$ cat src/rtl/conv1_sched.sv
// conv1 layer sequencer: per output map, loads the 5x5 kernel, clears and runs the
// address generator for one 24x24 map, and emits latency-aligned MAC and output strobes.
module conv1_sched #(
    parameter int N_MAPS       = 6,
    parameter int RD_LAT       = 1,
    parameter int TAPS         = 25,
    parameter int PIX_PER_LANE = 144
) (
    input  logic       clk,
    input  logic       reset,
    input  logic       start,
    output logic       busy,
    output logic       done,
    output logic [9:0] w_addr,
    output logic       w_load,
    output logic [4:0] w_idx,
    output logic       agen_rst,
    output logic       agen_en,
    output logic       mac_clr,
    output logic       mac_en,
    output logic       out_we,
    output logic [7:0] out_pix,
    output logic [4:0] map_idx
);
    typedef enum logic [2:0] {IDLE, WLOAD, WDRAIN, ARST, RUN, DRAIN, NEXT, DONE} state_t;

    localparam logic [4:0] TAP_LAST = 5'(TAPS - 1);
    localparam logic [7:0] PIX_LAST = 8'(PIX_PER_LANE - 1);

    state_t     state;
    logic [4:0] k;
    logic [4:0] tap;
    logic [7:0] pix;
    logic [2:0] cnt;
    logic       w_rd;

    // Delay pipes matching the memory read latency.
    logic [RD_LAT-1:0]      wv_pipe;
    logic [RD_LAT-1:0][4:0] wi_pipe;
    logic [RD_LAT-1:0]      vld_pipe;
    logic [RD_LAT-1:0]      clr_pipe;
    logic [RD_LAT-1:0]      last_pipe;
    logic [RD_LAT-1:0][7:0] pix_pipe;

    always_ff @(posedge clk or posedge reset) begin
        if (reset) begin
            state    <= IDLE;
            busy     <= 1'b0;
            done     <= 1'b0;
            w_addr   <= '0;
            w_rd     <= 1'b0;
            k        <= '0;
            tap      <= '0;
            pix      <= '0;
            cnt      <= '0;
            agen_rst <= 1'b0;
            agen_en  <= 1'b0;
            map_idx  <= '0;
        end else begin
            case (state)
                IDLE, DONE: begin
                    if (start) begin
                        state   <= WLOAD;
                        map_idx <= '0;
                        done    <= 1'b0;
                        busy    <= 1'b1;
                        k       <= '0;
                        w_addr  <= '0;
                        w_rd    <= 1'b1;
                    end
                end
                WLOAD: begin
                    if (k == TAP_LAST) begin
                        state <= WDRAIN;
                        w_rd  <= 1'b0;
                        cnt   <= '0;
                    end else begin
                        k      <= k + 5'd1;
                        w_addr <= w_addr + 10'd1;
                    end
                end
                WDRAIN: begin
                    if (cnt == 3'(RD_LAT - 1)) begin
                        state    <= ARST;
                        agen_rst <= 1'b1;
                        tap      <= '0;
                        pix      <= '0;
                    end else begin
                        cnt <= cnt + 3'd1;
                    end
                end
                ARST: begin
                    state    <= RUN;
                    agen_rst <= 1'b0;
                    agen_en  <= 1'b1;
                end
                RUN: begin
                    if (tap == TAP_LAST) begin
                        tap <= '0;
                        if (pix == PIX_LAST) begin
                            state   <= DRAIN;
                            agen_en <= 1'b0;
                            cnt     <= '0;
                        end else begin
                            pix <= pix + 8'd1;
                        end
                    end else begin
                        tap <= tap + 5'd1;
                    end
                end
                DRAIN: begin
                    // One extra cycle lets the final registered out_we retire.
                    if (cnt == 3'(RD_LAT)) state <= NEXT;
                    else                   cnt   <= cnt + 3'd1;
                end
                NEXT: begin
                    if (map_idx == 5'(N_MAPS - 1)) begin
                        state <= DONE;
                        done  <= 1'b1;
                        busy  <= 1'b0;
                    end else begin
                        map_idx <= map_idx + 5'd1;
                        state   <= WLOAD;
                        k       <= '0;
                        w_addr  <= (10'(map_idx) + 10'd1) * 10'(TAPS);
                        w_rd    <= 1'b1;
                    end
                end
                default: state <= IDLE;
            endcase
        end
    end

    always_ff @(posedge clk or posedge reset) begin
        if (reset) begin
            wv_pipe   <= '0;
            wi_pipe   <= '0;
            vld_pipe  <= '0;
            clr_pipe  <= '0;
            last_pipe <= '0;
            pix_pipe  <= '0;
            out_we    <= 1'b0;
            out_pix   <= '0;
        end else begin
            wv_pipe[0]   <= w_rd;
            wi_pipe[0]   <= k;
            vld_pipe[0]  <= agen_en;
            clr_pipe[0]  <= agen_en && (tap == 5'd0);
            last_pipe[0] <= agen_en && (tap == TAP_LAST);
            pix_pipe[0]  <= pix;
            for (int i = 1; i < RD_LAT; i++) begin
                wv_pipe[i]   <= wv_pipe[i-1];
                wi_pipe[i]   <= wi_pipe[i-1];
                vld_pipe[i]  <= vld_pipe[i-1];
                clr_pipe[i]  <= clr_pipe[i-1];
                last_pipe[i] <= last_pipe[i-1];
                pix_pipe[i]  <= pix_pipe[i-1];
            end
            out_we <= last_pipe[RD_LAT-1];
            if (last_pipe[RD_LAT-1]) out_pix <= pix_pipe[RD_LAT-1];
        end
    end

    assign w_load  = wv_pipe[RD_LAT-1];
    assign w_idx   = wi_pipe[RD_LAT-1];
    assign mac_en  = vld_pipe[RD_LAT-1];
    assign mac_clr = clr_pipe[RD_LAT-1];
endmodule

$ cat config.mk
export PLATFORM = sky130hd
export DESIGN_NAME = conv1_sched
export DESIGN_NICKNAME = d
export VERILOG_FILES = /design/src/rtl/conv1_sched.sv
export SDC_FILE = /design/constraint.sdc
export NUM_CORES = 1
export LEC_CHECK = 0
export CAP_MARGIN = 20
export CORE_MARGIN = 2
export CORE_UTILIZATION = 30
export CTS_BUF_LIST = sky130_fd_sc_hd__clkbuf_16
export CTS_CLUSTER_SIZE = 20
export DETAILED_ROUTE_END_ITERATION = 8
export GPL_ROUTABILITY_DRIVEN = 0
export GPL_TIMING_DRIVEN = 0
export PLACE_DENSITY_LB_ADDON = 0.2
export SLEW_MARGIN = 40
export SYNTH_ARGS = -nofsm -noshare
export SYNTH_HDL_FRONTEND = slang
export SYNTH_SLANG_ARGS = --single-unit
$ cat constraint.sdc
create_clock -name clk -period 3.4 [get_ports clk]
set_input_delay 0.68 -clock clk [delete_from_list [all_inputs] [get_ports clk]]
set_output_delay 0.68 -clock clk [all_outputs]
set_load 0.01 [all_outputs]
# After elaboration in Yosys (flattened, before gate mapping)
# Cells that the tools add are included.
[classes] addsub=7 n_mul=1 n_eq_ne=24 n_mux=45 n_reduce_logical=22
[ops] op="two-way mux 3 bit" count=12
[ops] op="two-way mux 10 bit" count=3
[ops] op="two-way mux 5 bit" count=6
[ops] op="one-hot mux 10 bit (3 select lines)" count=1
[ops] op="two-way mux 8 bit" count=3
[ops] op="!= test 2 bit, second input constant" count=12
[ops] op="one-hot mux 3 bit (7 select lines)" count=1
[ops] op="one-hot mux 5 bit (2 select lines)" count=2
[ops] op="one-hot mux 8 bit (2 select lines)" count=1
[ops] op="adder 5 x 1 -> 5 bit, second input constant" count=3
[ops] op="one-hot mux 5 bit (3 select lines)" count=1
[ops] op="== test 3 bit, second input constant" count=4
[ops] op="one-hot mux 3 bit (4 select lines)" count=1
[ops] op="AND reduction 4 bit" count=3
[ops] op="AND reduction 6 bit" count=2
[ops] op="adder 10 x 1 -> 10 bit, second input constant" count=1
[ops] op="== test 5 bit, second input constant" count=2
[ops] op="multiplier 6 x 5 -> 10 bit, second input constant" count=1
[ops] op="two-way mux 1 bit" count=9
[ops] op="AND reduction 3 bit" count=3
[ops] op="adder 8 x 1 -> 8 bit, second input constant" count=1
[ops] op="== test 8 bit, second input constant" count=1
[ops] op="one-hot mux 1 bit (2 select lines)" count=4
[ops] op="nonzero test 2 bit" count=4
[ops] op="other kinds (13)" count=18
[word_totals] reg_bits=70 inputBits=3 output_inout_bits=36 word_cells=119

# Depth between registers and ports, before layout
[depth] depth_word=4 depth_mapped=13 ltp_nobuf=13

# Worst setup path after synthesis
# No wires, ideal clock.
[synth_path] kind="reg-to-reg" startpoint="reg map_idx[0]" endpoint="reg w_addr[9]" setup_ps=116 arrival_ps=3058 required_time_ps=3284 path_slack_ps=227 path_stages_with_launch=13 n_path_buf=0 period_less_slack_ps=3173 cell_sequence="dfrtp_1 > ha_1 > nor2b_1 > or2_2 > ha_1 > ha_1 > ha_1 > ha_1 > o21ai_0 > o21bai_1 > a21oi_1 > xnor2_1 > o311ai_0"
[synth_via] elab_chain_cells=4 word_cells_on_any_way=7 classes_between="1 x add/sub; 1 x mul; 2 x eq/ne; 2 x mux; 1 x reduce/logical"
[synth_rtl] element="start, declared" line="23" rtl="output logic [4:0] map_idx"
[synth_rtl] element="start signal, assigned" line="122" rtl="map_idx <= map_idx + 5'd1;"
[synth_rtl] element="adder 5 x 1 -> 6 bit" line="125" rtl="w_addr <= (10'(map_idx) + 10'd1) * 10'(TAPS);"
[synth_rtl] element="multiplier 6 x 5 -> 10 bit" line="125"
[synth_rtl] element="two-way mux 10 bit" line="117" rtl="if (map_idx == 5'(N_MAPS - 1)) begin"
[synth_rtl] element="one-hot mux 10 bit (3 select lines)" line="60" rtl="case (state)"
[synth_rtl] element="end signal, assigned" line="79" rtl="w_addr <= w_addr + 10'd1;"
[synth_rtl] element="end signal, assigned" line="125"
[synth_rtl] element="end, declared" line="14" rtl="output logic [9:0] w_addr,"
# Parallel ways exist; a longest one is shown, timed or not. The select of a mux whose other input is x is not followed.
# A chain may end at the register's enable or synchronous reset.

# Worst setup path after layout
# Ends and elaborated chain as after synthesis.

==> out/summary.txt <==
share of cells above drive strength 1 -> 9.82%
Initial Utilization -> 30.6%
ranking of synthesized cells by area -> sky130_fd_sc_hd__dfrtp_1 46%, sky130_fd_sc_hd__ha_1 9.8%, sky130_fd_sc_hd__o21ai_0 4.4%
flip-flop and latch count after synthesis -> 70
CTS Buf Count -> 9
commonest register cell after synthesis -> sky130_fd_sc_hd__dfrtp_1
final setup TNS -> 0 ns
largest driver fanout on the critical path -> 4
total routed wirelength -> 8410 microns
fin. max-slew vios -> 0
Req. time, crit path -> 3.64 ns
Placed Instances -> 595
core region area -> 12500 sq um
Hold/Removal Path Class -> flop to flop
portion of the post-synthesis area used by sequential elements -> 45.8%
Max-slew headroom -> 57.3%
Max Cap Violations -> 0
met3 Use GR -> 2.57%
synthesized netlist net count -> 418
Core Rows -> 41
height of the chip -> 117 microns
GRT Overall Usage -> 13.6%
Pwr Density -> 782 nW/um^2
synthesized netlist cell count -> 384
final non-filler cell total -> 610
total via count in the routed design -> 2924
maximum number of pins on one net before global-route repair -> 40
count of H-tree levels built during CTS -> 3
DR DRC count -> 0
vias in the first global route -> 2838
final critical-path share of the clock period -> 93.0%
Arr. time, crit path -> 3.40 ns
Inserted Diodes -> 0
die area -> 13700 sq um
capture point of the worst path -> w_addr[9]
Reg2Reg Setup Slack -> 0.24 ns
unrepaired setup endpoints after global routing -> no
Longest Clk Path Bufs -> 2
number of flops mapped to enable cells by yosys -> 0
hold-fix buffers at CTS -> 0
endpoints failing setup -> 0
number of antenna-violating nets in the routed design -> 0
clk slew on worst S/H paths -> 0.06 ns
overall power of the completed layout -> 3.74 mW
total number of clock tree sinks -> 70
gr ovfl total -> 0
GR Layer Usage met2 -> 19.8%
leakage power -> 2.19 nW
count of boundary I/O pins -> 39
initial antenna violation count -> 0
worst setup path start -> map_idx[0]
DR pass1 iterations -> 6
Worst path slowest cell -> sky130_fd_sc_hd__dfrtp_1
critical path's most frequent cell -> sky130_fd_sc_hd__ha_1
final critical delay including setup and external delays -> 3.16 ns
Critical R2R Capture -> w_addr[9]
kind of capture point of the worst setup path -> flop
first-pass GRT wire length -> 14200 microns
Fin Clk Skew -> 0.00840 ns
clk_lat worst skew -> 0.34 ns
buffer cell driving the clock tree root -> sky130_fd_sc_hd__clkbuf_16
status -> complete, no violations
cell accounting for the most synthesized area -> sky130_fd_sc_hd__dfrtp_1
wire length per cell -> 13.8 microns
Die Wd -> 117 microns
kind of critical path -> flop to flop
delay of the slowest cell on the worst path -> 0.41 ns
layout net count -> 467
distinct cell type count of the synthesized netlist -> 59
pin slew with the least headroom to its limit -> 0.639 ns
number of failing hold endpoints at the final stage -> 0
ys async rst share -> 100%
Max Clock Freq -> 316 MHz
Critical Path Source Type -> flop
share of the synthesized area in the top cell type -> 45.8%
half-perimeter wire length after placement -> 6140 microns
maximum VDD drop -> 0.258 mV
post-detailed-route via-to-cell ratio -> 4.79
TritonCTS clock tree -> built
Iteration-0 DRC Markers -> 187
layout-stage area growth over the synthesis result -> 25.0%
post-CTS setup buffer count -> 0
startpoint of the most critical register-to-register path -> map_idx[0]
GR met1 Demand/Resource -> 19.5%
mean cell area of the mapped netlist -> 9.97 sq um
busiest layer in global routing -> met2
summed instance area of the synthesized netlist -> 3830 sq um
number of input and output port buffers inserted -> 38
worst r2r path cells -> 12
count of warnings emitted by yosys -> 0
cells along the critical path -> ha_1, nor2b_1, or2_4, ha_1, ha_1, ha_1, ha_4, a211oi_2, o21bai_1, a21oi_1, xnor2_1, o311ai_1
synth_stat cells, types with 3 or more instances:
cell,instances
sky130_fd_sc_hd__xor2_1,13
sky130_fd_sc_hd__nand4_1,3
sky130_fd_sc_hd__nand3_1,14
sky130_fd_sc_hd__or3_1,3
sky130_fd_sc_hd__nand2_1,28
sky130_fd_sc_hd__and3_1,6
sky130_fd_sc_hd__nand2b_1,5
sky130_fd_sc_hd__nor2b_1,6
sky130_fd_sc_hd__clkbuf_1,14
sky130_fd_sc_hd__o21ai_0,34
sky130_fd_sc_hd__nor3_1,4
sky130_fd_sc_hd__ha_1,30
sky130_fd_sc_hd__o41ai_1,3
sky130_fd_sc_hd__a21o_1,4
sky130_fd_sc_hd__o31ai_1,4
sky130_fd_sc_hd__o211ai_1,5
sky130_fd_sc_hd__xnor2_1,5
sky130_fd_sc_hd__and2_1,7
sky130_fd_sc_hd__mux2_2,8
sky130_fd_sc_hd__a21oi_1,16
sky130_fd_sc_hd__o221ai_1,4
sky130_fd_sc_hd__dfrtp_1,70
sky130_fd_sc_hd__inv_1,24
sky130_fd_sc_hd__a31oi_1,4
sky130_fd_sc_hd__nor2_1,28
through the flow:
stage	setup WS [ns]	hold WS, ns	utilization, %	instance area [sq um]
after floorplan	0.227	0.352	-	3830
final	0.238	0.379	38.2	4780
after detailed placement	-0.113	0.371	35.5	4450
after global routing	0.0413	0.409	38.2	4780
after global placement	-0.335	0.365	35.3	4420
after CTS	0.0655	0.386	38.0	4760
logic make-up after synthesis:
kind of cell / Yosys count / share of synthesized area [%]
adder cells (fa/ha/maj): 31 / 10.3
multiplexers: 10 / 3.01
XOR/XNOR: 18 / 4.12
flip-flops: 70 / 45.8
buffers and inverters: 41 / 4.18
AND/OR/NAND/NOR: 122 / 17.3
AO/OA/AOI/OAI: 92 / 15.4
sequential cells by signal, summed over array words and instances (netlist names), 3 cells and up:
register,flops
w_addr,10
k,5
state,3
tap,5
out_pix,8
pix_pipe,8
pix,8
w_idx,5
map_idx,5
cnt,3
worst min path at each step:
| stage | from | to | slack [ns] | cells past startpoint |
|---|---|---|---|---|
| 2_1_floorplan | last_pipe | out_we | 0.35 | 0 |
| 3_3_place_gp | last_pipe | out_we | 0.37 | 0 |
| 3_5_place_dp | last_pipe | out_we | 0.37 | 0 |
| 4_1_cts | last_pipe | out_we | 0.39 | 0 |
| 5_1_grt | last_pipe | out_we | 0.41 | 0 |
| 6_report | last_pipe | out_we | 0.38 | 0 |
area by class of cell:
cell class                 instances  area (sq um)
fill                            1282          7730
buffer                            16          67.6
clock buffer                       9           225
inverter                          24          95.1
timing repair buffer              39           400
tap                              172           215
multi-input combinational        273          1960
clock inverter                     7          71.3
sequential                        70          1750
layout by cell type, fill, tap and decap left out, drive strengths merged, types with 5 or more instances in the layout:
cell type      count
a21oi             17
and2               7
and3               6
clkbuf            22
clkdlybuf4s50     38
dfrtp             70
ha                30
inv               27
mux2               9
nand2             28
nand2b             5
nand3             14
nor2              28
nor2b              6
o211ai             5
o21ai             34
xnor2              5
xor2              13
critical path, delay by kind of cell, from the launching register on:
kind / cells / cell delay, ns
AO/OA/AOI/OAI: 4 / 0.75
AND/OR/NAND/NOR: 2 / 0.44
flip-flops: 1 / 0.41
XOR/XNOR: 1 / 0.09
adder cells (fa/ha/maj): 5 / 1.36
power by group:
part,internal [mW],leakage (nW),switching [mW]
registers,1.01,0.933,0.193
logic,0.678,1.12,0.922
clock network,0.568,0.144,0.368
total,2.26,2.19,1.48
what timing repair did:
item,4_1_cts,5_1_grt
setup endpoints to repair,1,2
hold endpoints to repair,0,0
resized for setup,4,6
routing by layer:
metal  vias up  share of wire, %
met5         -                 0
met4         0               2.2
met3        13               3.9
met2        51                43
met1      1399                51
li1       1461                 -
(Power assumes the default switching activity.)
